File: config.mk
export PLATFORM = sky130hd
export DESIGN_NAME = bcd_display_driver
export DESIGN_NICKNAME = d
export VERILOG_FILES = /design/src/rtl/bcd_display_driver.sv
export SDC_FILE = /design/constraint.sdc
export NUM_CORES = 1
export LEC_CHECK = 0
export BUFFER_PORTS_ARGS = -buffer_cell sky130_fd_sc_hd__buf_2
export CAP_MARGIN = 10
export CORE_ASPECT_RATIO = 0.8
export CORE_UTILIZATION = 48
export DETAILED_ROUTE_END_ITERATION = 10
export HOLD_SLACK_MARGIN = 0.15
export PLACE_DENSITY = 0.67
export SKIP_CTS_REPAIR_TIMING = 1
export SYNTH_ARGS = -nofsm -noshare
export SYNTH_HDL_FRONTEND = slang
export SYNTH_SLANG_ARGS = --single-unit
File: constraint.sdc
create_clock -name clk -period 2.4 [get_ports clk]
set_input_delay 0.12 -clock clk [delete_from_list [all_inputs] [get_ports clk]]
set_output_delay 0.12 -clock clk [all_outputs]
set_load 0.01 [all_outputs]
File: src/rtl/bcd_display_driver.sv
// Binary count to BCD (double-dabble) and two-digit multiplexed 7-seg driver.
// Ports: clk, rst_n, count_in[7:0] -> seg[6:0] {g..a}, an[1:0] {tens,ones}, busy, ovf.
module bcd_display_driver #(
  parameter int REFRESH_DIV    = 50000,
  parameter bit SEG_ACTIVE_LOW = 1'b1,
  parameter bit BLANK_LZ       = 1'b1
) (
  input  logic       clk,
  input  logic       rst_n,
  input  logic [7:0] count_in,
  output logic [6:0] seg,
  output logic [1:0] an,
  output logic       busy,
  output logic       ovf
);

  localparam int CW = (REFRESH_DIV > 1) ? $clog2(REFRESH_DIV) : 1;
  localparam logic [CW-1:0] CNT_MAX = CW'(REFRESH_DIV - 1);
  localparam logic [6:0] SEG_OFF = SEG_ACTIVE_LOW ? 7'h7F : 7'h00;
  localparam logic [1:0] AN_OFF  = SEG_ACTIVE_LOW ? 2'b11 : 2'b00;
  localparam logic [6:0] DASH    = 7'h40;

  typedef enum logic [1:0] {
    IDLE,
    SHIFT,
    COMMIT
  } state_t;

  state_t state, state_nx;

  logic [7:0]    last_val;
  logic [7:0]    cap_val;
  logic [7:0]    sh;
  logic [11:0]   bcd;
  logic [11:0]   bcd_adj;
  logic [2:0]    bit_cnt;
  logic [3:0]    ones;
  logic [3:0]    tens;
  logic [3:0]    hund;
  logic          start;
  logic [CW-1:0] cnt;
  logic          sel;
  logic [6:0]    ones_seg;
  logic [6:0]    tens_seg;
  logic [6:0]    seg_h;
  logic [1:0]    an_h;

  function automatic logic [3:0] add3(input logic [3:0] n);
    return (n >= 4'd5) ? n + 4'd3 : n;
  endfunction

  function automatic logic [6:0] enc(input logic [3:0] d);
    logic [6:0] s;
    s = 7'h00;
    unique case (d)
      4'd0:    s = 7'h3F;
      4'd1:    s = 7'h06;
      4'd2:    s = 7'h5B;
      4'd3:    s = 7'h4F;
      4'd4:    s = 7'h66;
      4'd5:    s = 7'h6D;
      4'd6:    s = 7'h7D;
      4'd7:    s = 7'h07;
      4'd8:    s = 7'h7F;
      4'd9:    s = 7'h6F;
      default: s = DASH;
    endcase
    return s;
  endfunction

  always_ff @(posedge clk or negedge rst_n) begin
    if (!rst_n) state <= IDLE;
    else        state <= state_nx;
  end

  always_comb begin
    start    = 1'b0;
    state_nx = state;
    unique case (state)
      IDLE: begin
        if (count_in != last_val) begin
          start    = 1'b1;
          state_nx = SHIFT;
        end
      end
      SHIFT: begin
        if (bit_cnt == 3'd7) state_nx = COMMIT;
      end
      COMMIT:  state_nx = IDLE;
      default: state_nx = IDLE;
    endcase
  end

  assign bcd_adj = {add3(bcd[11:8]), add3(bcd[7:4]), add3(bcd[3:0])};

  always_ff @(posedge clk or negedge rst_n) begin
    if (!rst_n) begin
      last_val <= '0;
      cap_val  <= '0;
      sh       <= '0;
      bcd      <= '0;
      bit_cnt  <= '0;
      ones     <= '0;
      tens     <= '0;
      hund     <= '0;
      busy     <= 1'b0;
    end else begin
      unique case (state)
        IDLE: begin
          if (start) begin
            cap_val <= count_in;
            sh      <= count_in;
            bcd     <= '0;
            bit_cnt <= '0;
            busy    <= 1'b1;
          end
        end
        SHIFT: begin
          // Binary MSB enters the BCD chain after the add-3 correction.
          {bcd, sh} <= {bcd_adj[10:0], sh, 1'b0};
          bit_cnt   <= bit_cnt + 3'd1;
        end
        COMMIT: begin
          ones     <= bcd[3:0];
          tens     <= bcd[7:4];
          hund     <= bcd[11:8];
          last_val <= cap_val;
          busy     <= 1'b0;
        end
        default: ;
      endcase
    end
  end

  assign ovf = (hund != 4'd0);

  always_ff @(posedge clk or negedge rst_n) begin
    if (!rst_n) begin
      cnt <= '0;
      sel <= 1'b0;
    end else if (cnt == CNT_MAX) begin
      cnt <= '0;
      sel <= ~sel;
    end else begin
      cnt <= cnt + 1'b1;
    end
  end

  always_comb begin
    ones_seg = ovf ? DASH : enc(ones);
    tens_seg = ovf ? DASH : enc(tens);
    if (BLANK_LZ && !ovf && tens == 4'd0) tens_seg = 7'h00;
    seg_h = sel ? tens_seg : ones_seg;
    an_h  = sel ? 2'b10 : 2'b01;
  end

  always_ff @(posedge clk or negedge rst_n) begin
    if (!rst_n) begin
      seg <= SEG_OFF;
      an  <= AN_OFF;
    end else begin
      seg <= SEG_ACTIVE_LOW ? ~seg_h : seg_h;
      an  <= SEG_ACTIVE_LOW ? ~an_h : an_h;
    end
  end

endmodule

==> impl_metrics.env <==
export IMPL_run_status="completed"
export IMPL_tightest_slew_ns=0.9831
export IMPL_layout_drive_gt1_share_pct=22.58
export IMPL_rsz0062_at_grt="false"
export IMPL_drv_cap=0
export IMPL_synthArstFlopShare_pct=100.0
export IMPL_stdcell_area_um2=4429
export IMPL_worst_slack_ns=0.5908
export IMPL_place_inst=452
export IMPL_fin_crit_sh_pct=75.38
export IMPL_reg2reg_depth=4
export IMPL_synth_seq_area_share_pct=51.89
export IMPL_slew_headroom_pct=34.46
export IMPL_cts_num_sinks=80
export IMPL_netlist_area_um2=3880
export IMPL_yosysMostFrequentCell="dfrtp_1"
export IMPL_worst_ep_required_time_ns=2.64
export IMPL_dr_first_iter_drc_count=90
export IMPL_route_detailed_drc=0
export IMPL_die_x_um=102.5
export IMPL_yosys_warnings=0
export IMPL_cp_arrival_ns=2.05
export IMPL_max_freq_mhz=552.7
export IMPL_total_power_mw=5.381
export IMPL_register_area_um2=2013
export IMPL_synth_nets=362
export IMPL_routedWlPerCell_um=13.70
export IMPL_yosys_top_cells_area="dfrtp_1, mux2_2, ha_1"
export IMPL_routed_wirelength_um=6535
export IMPL_fill_cells=651
export IMPL_yosysTopAreaCell="dfrtp_1"
export IMPL_cp_start_kind="primary input"
export IMPL_num_vias=2484
export IMPL_dp_hpwl_um=4370
export IMPL_r2r_end="cap_val[7]$_DFFE_PN0P_"
export IMPL_grt_use_total_pct=17.54
export IMPL_hold_path_class="primary input to asynchronous set/reset pin"
export IMPL_powerDensity_nw_per_um2=1215
export IMPL_die_y_um=82.42
export IMPL_maxSlewViolCount=0
export IMPL_grt_pass1_vias=2392
export IMPL_drt_pass1_iter_count=4
export IMPL_place_area_um2=4085
export IMPL_n_antenna_cell=0
export IMPL_routabilityCongestion=0.7538
export IMPL_io_buffers=20
export IMPL_syn_area_per_cell_um2=11.65
export IMPL_nNetsFinal=396
export IMPL_root_buffer="clkbuf_8"
export IMPL_syn_to_final_growth_pct=14.16
export IMPL_cts_path_max_buffers=2
export IMPL_synth_top_area_share_pct=45.79
export IMPL_synth_ff_type="dfrtp_1"
export IMPL_cts_buffers_inserted=9
export IMPL_start_util_pct=51.04
export IMPL_syn_inst=333
export IMPL_rows=28
export IMPL_multi_input_comb_area_um2=1737
export IMPL_grt_pass1_wl_um=11250
export IMPL_skew_ns=0.009641
export IMPL_path_max_fanout=9
export IMPL_r2r_slack_ns=0.65
export IMPL_worstSetupEndpointType="register"
export IMPL_clock_latency_ns=0.36
export IMPL_cts_clk_slew_worst_paths_ns=0.08
export IMPL_ys_ff_latch=80
export IMPL_htree_levels=3
export IMPL_hold_ws_ns=0.4524
export IMPL_core_um2=7602
export IMPL_r2r_start="last_val[6]$_DFFE_PN0P_"
export IMPL_cts_tree="yes"
export IMPL_ios=21
export IMPL_grt_max_degree=81
export IMPL_fin_util_pct=58.26
export IMPL_hold_viol=0
export IMPL_ant_nets=0
export IMPL_ir_drop_uv=660.0
export IMPL_vias_per_cell=5.208
export IMPL_ys_types=45
export IMPL_dp_slack_ns=0.6408
export IMPL_setup_violations=0
export IMPL_grt_ovfl_total=0
export IMPL_dieArea_um2=8449
export IMPL_synth_edf_count=0
export IMPL_finalSetupTns_ns=0
export IMPL_synth_commonest_cells="dfrtp_1, mux2_2, nor2_1"
export IMPL_min_period_ns=1.809
export IMPL_power_leakage_nw=2.064
export IMPL_layout_cells_non_filler=477
export IMPL_antenna_found_initial=0
export IMPL_critPathKind="primary input to register"
-- placed cells by master (no fill, tap or decap), types with 10 or more instances in the layout --
cell,instances
a21oi_1,13
a22o_1,15
and3_1,10
buf_2,19
clkbuf_8,11
dfrtp_1,71
ha_1,19
inv_1,19
mux2_2,25
nand2_1,17
nor2_1,21
o21ai_0,14
xnor2_1,17
-- flip-flops by register name, indices dropped and copies added (netlist names) --
signal	count
seg	7
last_val	8
cnt	16
sel	1
bcd	12
hund	4
state	2
busy	1
an	2
bit_cnt	3
tens	4
sh	8
cap_val	8
ones	4
-- power by group --
part | switching [mW] | internal (mW) | total (mW)
Clock | 0.479 | 0.752 | 1.23
Combinational | 0.936 | 0.975 | 1.91
Sequential | 0.378 | 1.86 | 2.24
-- cell type report --
| type | instances | share of cell area [%] |
|---|---|---|
| clock inverter | 4 | 2.232 |
| inverter | 19 | 1.610 |
| tap | 105 | 2.966 |
| sequential | 80 | 45.45 |
| timing repair buffer | 33 | 5.028 |
| multi-input combinational | 224 | 39.21 |
| clock buffer | 12 | 3.503 |
-- worst max-delay path by stage --
stage	to	slack [ns]	cells after the start	startpoint
final	cap_val[7]$_DFFE_PN0P_	0.59	6	count_in[6]
after global routing	cap_val[4]$_DFFE_PN0P_	0.46	6	count_in[6]
after CTS	ovf	0.61	3	hund[1]$_DFFE_PN0P_
after detailed placement	cap_val[7]$_DFFE_PN0P_	0.64	4	last_val[2]$_DFFE_PN0P_
after global placement	cap_val[7]$_DFFE_PN0P_	0.68	4	last_val[6]$_DFFE_PN0P_
after floorplan	cap_val[0]$_DFFE_PN0P_	0.86	4	last_val[1]$_DFFE_PN0P_
-- cells by family (layout without fill, tap and decap cells) --
family	after synthesis	in the layout	share of synthesized area [%]
xor gates and xnor gates	26	26	5.869
AOI/OAI and AO/OA	61	61	11.67
DFF	80	80	51.89
adders and majority gates	19	19	6.127
and+or+nand+nor	88	88	12.54
muxes	30	30	8.546
buffers and inverters	29	68	3.354
-- routing by layer --
| layer | GRT usage [%] | share of wire, % | up-vias |
|---|---|---|---|
| met5 | 0 | 0 | - |
| met4 | 6.429 | 0.93 | 0 |
| met3 | 4.209 | 3.7 | 9 |
| met2 | 28.27 | 45 | 39 |
| met1 | 23.14 | 50 | 1202 |
| li1 | - | - | 1234 |
-- worst max-delay path, stage by stage --
cell,delay (ns)
dlygate4sd3_1,0.54
buf_2,0.14
xnor2_1,0.19
nand4_2,0.19
o21ai_2,0.47
mux2_2,0.40
Note: power is estimated with default switching activity, not from simulation.
